`config.mk`:
```
export PLATFORM = sky130hd
export DESIGN_NAME = lx32_muldiv
export DESIGN_NICKNAME = d
export VERILOG_FILES = /design/src/rtl/lx32_pkg.sv /design/src/rtl/lx32_div_iter.sv /design/src/rtl/lx32_muldiv.sv
export SDC_FILE = /design/constraint.sdc
export NUM_CORES = 1
export LEC_CHECK = 0
export ABC_AREA = 0
export BUFFER_PORTS_ARGS = -buffer_cell sky130_fd_sc_hd__buf_2
export CORE_MARGIN = 3
export CORE_UTILIZATION = 40
export DETAILED_ROUTE_END_ITERATION = 8
export GPL_TIMING_DRIVEN = 1
export PLACE_DENSITY = 0.55
export SLEW_MARGIN = 5
export SYNTH_ARGS = -nofsm -noshare
export SYNTH_HDL_FRONTEND = slang
export SYNTH_SLANG_ARGS = --single-unit
export TNS_END_PERCENT = 1
```
`constraint.sdc`:
```
create_clock -name clk -period 7.5 [get_ports clk]
set_clock_uncertainty 0.15 [all_clocks]
set_input_delay 0.75 -clock clk [delete_from_list [all_inputs] [get_ports clk]]
set_output_delay 0.75 -clock clk [all_outputs]
set_load 0.1 [all_outputs]
```
`src/rtl/lx32_pkg.sv`:
```
`default_nettype none
// ============================================================================
// Module : lx32_pkg
// Purpose: Shared types for the lx32 execute units: ALU and mul/div op codes,
//          mul/div operation width and the mul/div controller states.
// Ports  : none (package)
// Rev    : 1.0  initial release
// ============================================================================
package lx32_pkg;

  typedef enum logic [3:0] {
    ALU_ADD  = 4'd0,
    ALU_SUB  = 4'd1,
    ALU_SLL  = 4'd2,
    ALU_SLT  = 4'd3,
    ALU_SLTU = 4'd4,
    ALU_XOR  = 4'd5,
    ALU_SRL  = 4'd6,
    ALU_SRA  = 4'd7,
    ALU_OR   = 4'd8,
    ALU_AND  = 4'd9
  } alu_op_e;

  localparam int MULDIV_OP_W = 3;

  // Encoding follows the RV32M funct3 field.
  typedef enum logic [MULDIV_OP_W-1:0] {
    MD_MUL    = 3'd0,
    MD_MULH   = 3'd1,
    MD_MULHSU = 3'd2,
    MD_MULHU  = 3'd3,
    MD_DIV    = 3'd4,
    MD_DIVU   = 3'd5,
    MD_REM    = 3'd6,
    MD_REMU   = 3'd7
  } muldiv_op_e;

  typedef enum logic [1:0] {
    ST_IDLE = 2'd0,
    ST_CALC = 2'd1,
    ST_DONE = 2'd2
  } md_state_e;

endpackage
`default_nettype wire

```
`src/rtl/lx32_div_iter.sv`:
```
`default_nettype none
// ============================================================================
// Module : lx32_div_iter
// Purpose: Radix-2 restoring divider datapath working on operand magnitudes.
//          'load' captures the operands (converted to magnitudes), each
//          'step' retires one quotient bit; quotient/remainder outputs carry
//          the sign fix-up (quotient truncated toward zero, remainder takes
//          the dividend's sign).
// Ports  : clk, rst          clock, synchronous active-high reset
//          load, step        capture operands / perform one iteration
//          is_signed         treat operands as two's complement
//          dividend, divisor WIDTH-bit operands
//          quotient, remainder signed-corrected results
// Rev    : 1.0  initial release
// ============================================================================
module lx32_div_iter #(
  parameter int WIDTH = 32
) (
  input  logic             clk,
  input  logic             rst,
  input  logic             load,
  input  logic             step,
  input  logic             is_signed,
  input  logic [WIDTH-1:0] dividend,
  input  logic [WIDTH-1:0] divisor,
  output logic [WIDTH-1:0] quotient,
  output logic [WIDTH-1:0] remainder
);

  logic [WIDTH-1:0] quo;
  logic [WIDTH-1:0] rem;
  logic [WIDTH-1:0] dvs;
  logic             neg_q;
  logic             neg_r;

  logic             a_neg;
  logic             b_neg;
  logic [WIDTH-1:0] a_mag;
  logic [WIDTH-1:0] b_mag;
  logic [WIDTH:0]   shifted;
  logic             fits;
  logic [WIDTH-1:0] diff;

  assign a_neg = is_signed & dividend[WIDTH-1];
  assign b_neg = is_signed & divisor[WIDTH-1];
  assign a_mag = a_neg ? -dividend : dividend;
  assign b_mag = b_neg ? -divisor : divisor;

  // Quotient register doubles as the dividend shift register.
  assign shifted = {rem, quo[WIDTH-1]};
  assign fits    = shifted >= {1'b0, dvs};
  // When the divisor fits, the true difference is below 2^WIDTH, so the
  // low WIDTH bits of the subtraction are exact.
  assign diff    = shifted[WIDTH-1:0] - dvs;

  always_ff @(posedge clk) begin
    if (rst) begin
      quo   <= '0;
      rem   <= '0;
      dvs   <= '0;
      neg_q <= 1'b0;
      neg_r <= 1'b0;
    end else if (load) begin
      quo   <= a_mag;
      rem   <= '0;
      dvs   <= b_mag;
      neg_q <= a_neg ^ b_neg;
      neg_r <= a_neg;
    end else if (step) begin
      if (fits) begin
        rem <= diff;
        quo <= {quo[WIDTH-2:0], 1'b1};
      end else begin
        rem <= shifted[WIDTH-1:0];
        quo <= {quo[WIDTH-2:0], 1'b0};
      end
    end
  end

  assign quotient  = neg_q ? -quo : quo;
  assign remainder = neg_r ? -rem : rem;

endmodule
`default_nettype wire

```
`src/rtl/lx32_muldiv.sv`:
```
`default_nettype none
// ============================================================================
// Module : lx32_muldiv
// Purpose: RV32M-style multiply/divide unit with valid/ready handshakes.
//          FSM IDLE -> CALC -> DONE -> IDLE. Iterative radix-2 multiply and
//          divide take WIDTH iterations plus one finishing cycle; divide by
//          zero and signed overflow skip straight to DONE.
//          Macro LX32_MULDIV_FAST_MUL_EN: when defined, multiplies use one
//          registered full-width multiplier and finish one cycle after accept.
// Ports  : clk, rst            clock, synchronous active-high reset
//          flush               abort any in-flight operation
//          in_valid, in_ready  request handshake (op, src_a, src_b)
//          out_valid, out_ready result handshake (result)
//          busy                high whenever the unit is not idle
// Rev    : 1.0  initial release
// ============================================================================
module lx32_muldiv
  import lx32_pkg::*;
#(
  parameter int WIDTH = 32
) (
  input  logic             clk,
  input  logic             rst,
  input  logic             flush,
  input  logic             in_valid,
  output logic             in_ready,
  input  muldiv_op_e       op,
  input  logic [WIDTH-1:0] src_a,
  input  logic [WIDTH-1:0] src_b,
  output logic             out_valid,
  input  logic             out_ready,
  output logic [WIDTH-1:0] result,
  output logic             busy
);

  localparam int               CNT_W    = $clog2(WIDTH + 1);
  localparam logic [CNT_W-1:0] CNT_LAST = CNT_W'(WIDTH);
  localparam logic [WIDTH-1:0] MOST_NEG = {1'b1, {(WIDTH-1){1'b0}}};

  md_state_e        state;
  muldiv_op_e       op_q;
  logic [WIDTH-1:0] a_q;
  logic [WIDTH-1:0] b_q;
  logic [CNT_W-1:0] cnt;

  logic             accept;
  logic             is_div;
  logic             is_rem;
  logic             div_signed_q;
  logic             div_signed_in;
  logic             div_zero;
  logic             div_ovf;
  logic             div_step;
  logic [WIDTH-1:0] div_quo;
  logic [WIDTH-1:0] div_rem;
  logic             mul_fin;
  logic [WIDTH-1:0] mul_res;

  assign in_ready      = (state == ST_IDLE);
  assign busy          = (state != ST_IDLE);
  assign accept        = (state == ST_IDLE) && in_valid && !flush;

  assign is_div        = (op_q == MD_DIV) || (op_q == MD_DIVU) ||
                         (op_q == MD_REM) || (op_q == MD_REMU);
  assign is_rem        = (op_q == MD_REM) || (op_q == MD_REMU);
  assign div_signed_q  = (op_q == MD_DIV) || (op_q == MD_REM);
  assign div_signed_in = (op == MD_DIV) || (op == MD_REM);
  assign div_zero      = (b_q == '0);
  assign div_ovf       = div_signed_q && (a_q == MOST_NEG) && (b_q == '1);
  assign div_step      = (state == ST_CALC) && is_div && (cnt != CNT_LAST);

  lx32_div_iter #(
    .WIDTH (WIDTH)
  ) u_div (
    .clk       (clk),
    .rst       (rst),
    .load      (accept),
    .step      (div_step),
    .is_signed (div_signed_in),
    .dividend  (src_a),
    .divisor   (src_b),
    .quotient  (div_quo),
    .remainder (div_rem)
  );

`ifdef LX32_MULDIV_FAST_MUL_EN
  logic             fa_sx;
  logic             fb_sx;
  logic [2*WIDTH-1:0] fa;
  logic [2*WIDTH-1:0] fb;
  logic [2*WIDTH-1:0] fprod;

  // Low 2*WIDTH bits of the product of sign-extended operands give the
  // exact signed/unsigned product for every multiply flavour.
  assign fa_sx   = ((op_q == MD_MULH) || (op_q == MD_MULHSU)) & a_q[WIDTH-1];
  assign fb_sx   = (op_q == MD_MULH) & b_q[WIDTH-1];
  assign fa      = {{WIDTH{fa_sx}}, a_q};
  assign fb      = {{WIDTH{fb_sx}}, b_q};
  assign fprod   = fa * fb;
  assign mul_fin = 1'b1;
  assign mul_res = (op_q == MD_MUL) ? fprod[WIDTH-1:0] : fprod[2*WIDTH-1:WIDTH];
`else
  logic [2*WIDTH-1:0] acc;
  logic [2*WIDTH-1:0] mcand;
  logic [WIDTH-1:0]   mplier;
  logic               mneg;
  logic               ma_neg;
  logic               mb_neg;
  logic [2*WIDTH-1:0] prod;

  // Shift-add on magnitudes; the sign is applied once at the end.
  assign ma_neg  = ((op == MD_MULH) || (op == MD_MULHSU)) & src_a[WIDTH-1];
  assign mb_neg  = (op == MD_MULH) & src_b[WIDTH-1];
  assign prod    = mneg ? -acc : acc;
  assign mul_fin = (cnt == CNT_LAST);
  assign mul_res = (op_q == MD_MUL) ? prod[WIDTH-1:0] : prod[2*WIDTH-1:WIDTH];

  always_ff @(posedge clk) begin
    if (rst) begin
      acc    <= '0;
      mcand  <= '0;
      mplier <= '0;
      mneg   <= 1'b0;
    end else if (accept) begin
      acc    <= '0;
      mcand  <= {{WIDTH{1'b0}}, (ma_neg ? -src_a : src_a)};
      mplier <= mb_neg ? -src_b : src_b;
      mneg   <= ma_neg ^ mb_neg;
    end else if ((state == ST_CALC) && !is_div && (cnt != CNT_LAST)) begin
      if (mplier[0]) begin
        acc <= acc + mcand;
      end
      mcand  <= {mcand[2*WIDTH-2:0], 1'b0};
      mplier <= {1'b0, mplier[WIDTH-1:1]};
    end
  end
`endif

  always_ff @(posedge clk) begin
    if (rst) begin
      state     <= ST_IDLE;
      op_q      <= MD_MUL;
      a_q       <= '0;
      b_q       <= '0;
      cnt       <= '0;
      out_valid <= 1'b0;
      result    <= '0;
    end else if (flush) begin
      state     <= ST_IDLE;
      cnt       <= '0;
      out_valid <= 1'b0;
    end else begin
      case (state)
        ST_IDLE: begin
          if (in_valid) begin
            op_q  <= op;
            a_q   <= src_a;
            b_q   <= src_b;
            cnt   <= '0;
            state <= ST_CALC;
          end
        end
        ST_CALC: begin
          if (is_div) begin
            if ((cnt == '0) && div_zero) begin
              result    <= is_rem ? a_q : '1;
              out_valid <= 1'b1;
              state     <= ST_DONE;
            end else if ((cnt == '0) && div_ovf) begin
              result    <= is_rem ? '0 : a_q;
              out_valid <= 1'b1;
              state     <= ST_DONE;
            end else if (cnt == CNT_LAST) begin
              result    <= is_rem ? div_rem : div_quo;
              out_valid <= 1'b1;
              state     <= ST_DONE;
            end else begin
              cnt <= cnt + CNT_W'(1);
            end
          end else if (mul_fin) begin
            result    <= mul_res;
            out_valid <= 1'b1;
            state     <= ST_DONE;
          end else begin
            cnt <= cnt + CNT_W'(1);
          end
        end
        ST_DONE: begin
          if (out_ready) begin
            out_valid <= 1'b0;
            state     <= ST_IDLE;
          end
        end
        default: begin
          state     <= ST_IDLE;
          out_valid <= 1'b0;
        end
      endcase
    end
  end

endmodule
`default_nettype wire
```
==> reports/metrics.yaml <==
layout:
  flow.area_growth_from_synthesis_pct: 10.0
  layout_commonest_cell: "nand2_1"
  final_cell_mix: "nand2_1, dfxtp_1, nor2_1"
  fin_cells: 4383
  nNetsFinal: 3683
  utilization: 0.449
  fillers: 6484
  drive_gt1_frac: 0.0720
  postLayoutCellArea_sq_um: 28000
  final-seq-area_sq_um: 7350
  multi_input_area_sq_um: 16900
die:
  core_sq_um: 62300
  ioPinCount: 107
  start_util: 0.408
  die_h_um: 258
  chipWidth_um: 258
  fp.dieArea_sq_um: 66600
  rows: 91
power:
  power.density_nw_per_um2: 189
  ir_drop_mv: 0.163
  power_mw: 5.30
  power.leakage_nw: 10.9
sta:
  finalCritPeriodShare: 0.677
  setup-tns-final_ns: 0
  relSlewSlack: 0.168
  setup_viol: 0
  tightest_slew_ns: 1.25
  maxSlewViolCount: 0
  fmax_mhz: 197
  hold_violations: 0
  rsz0062_at_grt: "no"
  min_period_ns: 5.07
synth:
  syn_nets: 3743
  yosysSeqAreaShare: 0.289
  ys_types: 78
  synth_seq_cells: 367
  avgSynthCellArea_sq_um: 7.13
  ys.flop_type: "dfxtp_1"
  ys.warnings.count: 0
  synth_edf_count: 0
  synthCells: 3567
  synth_area_sq_um: 25400
  synthArstFlopShare: 0
critical_path:
  arrival_ns: 5.47
  reg2regPathDepth: 12
  critPathRequiredTime_ns: 7.90
  crit_path_end_kind: "register"
  worst-setup-path-type: "reg2reg"
  startpoint: "cnt[0]"
  cp_max_fo: 21
  reg2reg_from: "cnt[0]"
  cp-start-kind: "register"
grt:
  grt_first_pass_wirelength_um: 146000
  grt_util_all_layers: 0.280
  grt_max_degree: 112
  grt_pass1_vias: 24000
  grt_remaining_overflow: 0
  antenna_found_initial: 5
clocking:
  h-tree-depth: 2
  cts_tree: "done"
  cts_setup_buffers: 0
  clk-insertion-delay-late_ns: 0.60
  cts-buffers-inserted: 46
  clkTransAtPathRegs_ns: 0.06
  hold_buffers: 0
  root_buffer: "clkbuf_16"
  clockBufferDepth: 3
  cts_resized: 0
  cts_sinks: 367
route:
  wl_um: 97000
  via_per_inst: 6.02
  wl_per_cell_um: 22.1
  ant_nets: 0
  drc_errors: 0
  vias: 26400
  first_pass_iters: 6
  drtIter0Drc: 2675
outcome:
  status: "finished clean"
worst_hold_path:
  min_path_type: "in2reg"
  worstHoldPathCells: 3
  worstHoldStart: "src_a[1]"
job:
  max-cap-violations: 0
place:
  gp_congestion: 0.974
  hpwl_um: 72700
  io_buffers: 106
  dpl_cell_area_sq_um: 26300
  dpl.cell_count: 4296
[cell type report]
| type | count | area share |
|---|---|---|
| clock inverters | 20 | 0.0108 |
| multi-input cells | 2876 | 0.603 |
| repair buffers | 132 | 0.0262 |
| inverters | 84 | 0.0113 |
| clock buffers | 65 | 0.0480 |
| flip-flops and latches | 367 | 0.263 |
| well taps | 837 | 0.0374 |
| diodes | 2 | 0.000179 |
[flip-flops by register name, summed over array words and instances (netlist names), 2 cells and up]
signal     count
u_div.dvs     32
u_div.rem     32
u_div.quo     32
acc           64
mcand         64
cnt            6
a_q           32
result        32
mplier        32
b_q           32
op_q           3
state          2
[where the power goes]
group	switching [mW]	leakage, nW	internal (mW)	total, mW
clock	0.958	0.808	1.46	2.42
combinational	0.523	7.09	0.248	0.771
sequential	0.0838	2.99	2.02	2.11
total	1.56	10.9	3.73	5.30
[logic make-up after synthesis]
logic type                 synth area share
DFF                                   0.289
adders and majority gates            0.0518
buffers and inverters                0.0496
xor gates and xnor gates             0.0937
AOI/OAI and AO/OA                     0.254
and+or+nand+nor                       0.255
muxes                               0.00640
[through the flow]
| stage | hold WS, ns | setup WS [ns] |
|---|---|---|
| floorplan | 0.282 | 3.89 |
| global placement | 0.291 | 2.60 |
| detailed placement | 0.298 | 2.30 |
| CTS | 0.265 | 2.28 |
| global route | 0.282 | 2.09 |
| finish | 0.298 | 2.43 |
[worst paths after layout]
check	endpoint	slack, ns
max reg2reg	result[13]	2.43
min reg2reg	result[6]	0.31
min	a_q[1]	0.30
max	result[13]	2.43
[critical path, stage by stage (launching register included)]
cell	delay, ns
dfxtp_1	0.35
inv_1	0.08
ha_1	0.14
nor4b_1	0.58
nand2b_1	0.29
nor3_1	0.73
a41o_1	0.65
a22o_1	0.29
nand2_1	0.14
nor2_1	0.65
o21ai_0	0.48
nor3_1	0.35
a21o_1	0.11
[routing by layer]
metal  track usage  part of all wire
met1         0.420              0.48
met2         0.388              0.40
met3        0.0796             0.099
met4        0.0673             0.023
met5             0           0.00013
[synthesized netlist by cell type (all sizes together), types with 6 or more instances]
cell type	number	area (sq um)
nand3b	11	82.6
a21oi	351	1760
o31ai	44	330
buf	33	158
o2111ai	10	87.6
o21a	13	97.6
nor2b	13	81.3
o22ai	14	87.6
xnor2	117	1020
and2	11	68.8
nor3b	6	45.0
a211o	7	61.3
a21o	49	368
a21boi	11	86.3
o21bai	22	165
nor2	363	1370
ha	102	1280
nand2b	23	144
a311oi	101	885
inv	83	312
nor3	89	450
and3	15	93.8
a211oi	51	383
o211ai	12	90.1
or3	41	257
nor4	45	294
or2	16	100
or4	29	221
a31oi	22	138
dfxtp	367	7350
xor2	155	1360
o41ai	20	175
nand3	65	325
clkbuf	205	769
o21ai	203	1020
nand4	35	219
nand2	697	2620
a221oi	15	131
a22o	6	52.6
o311ai	10	87.6
o211a	11	110
a2111oi	6	52.6
mux2i	14	140
(Power assumes the default switching activity.)
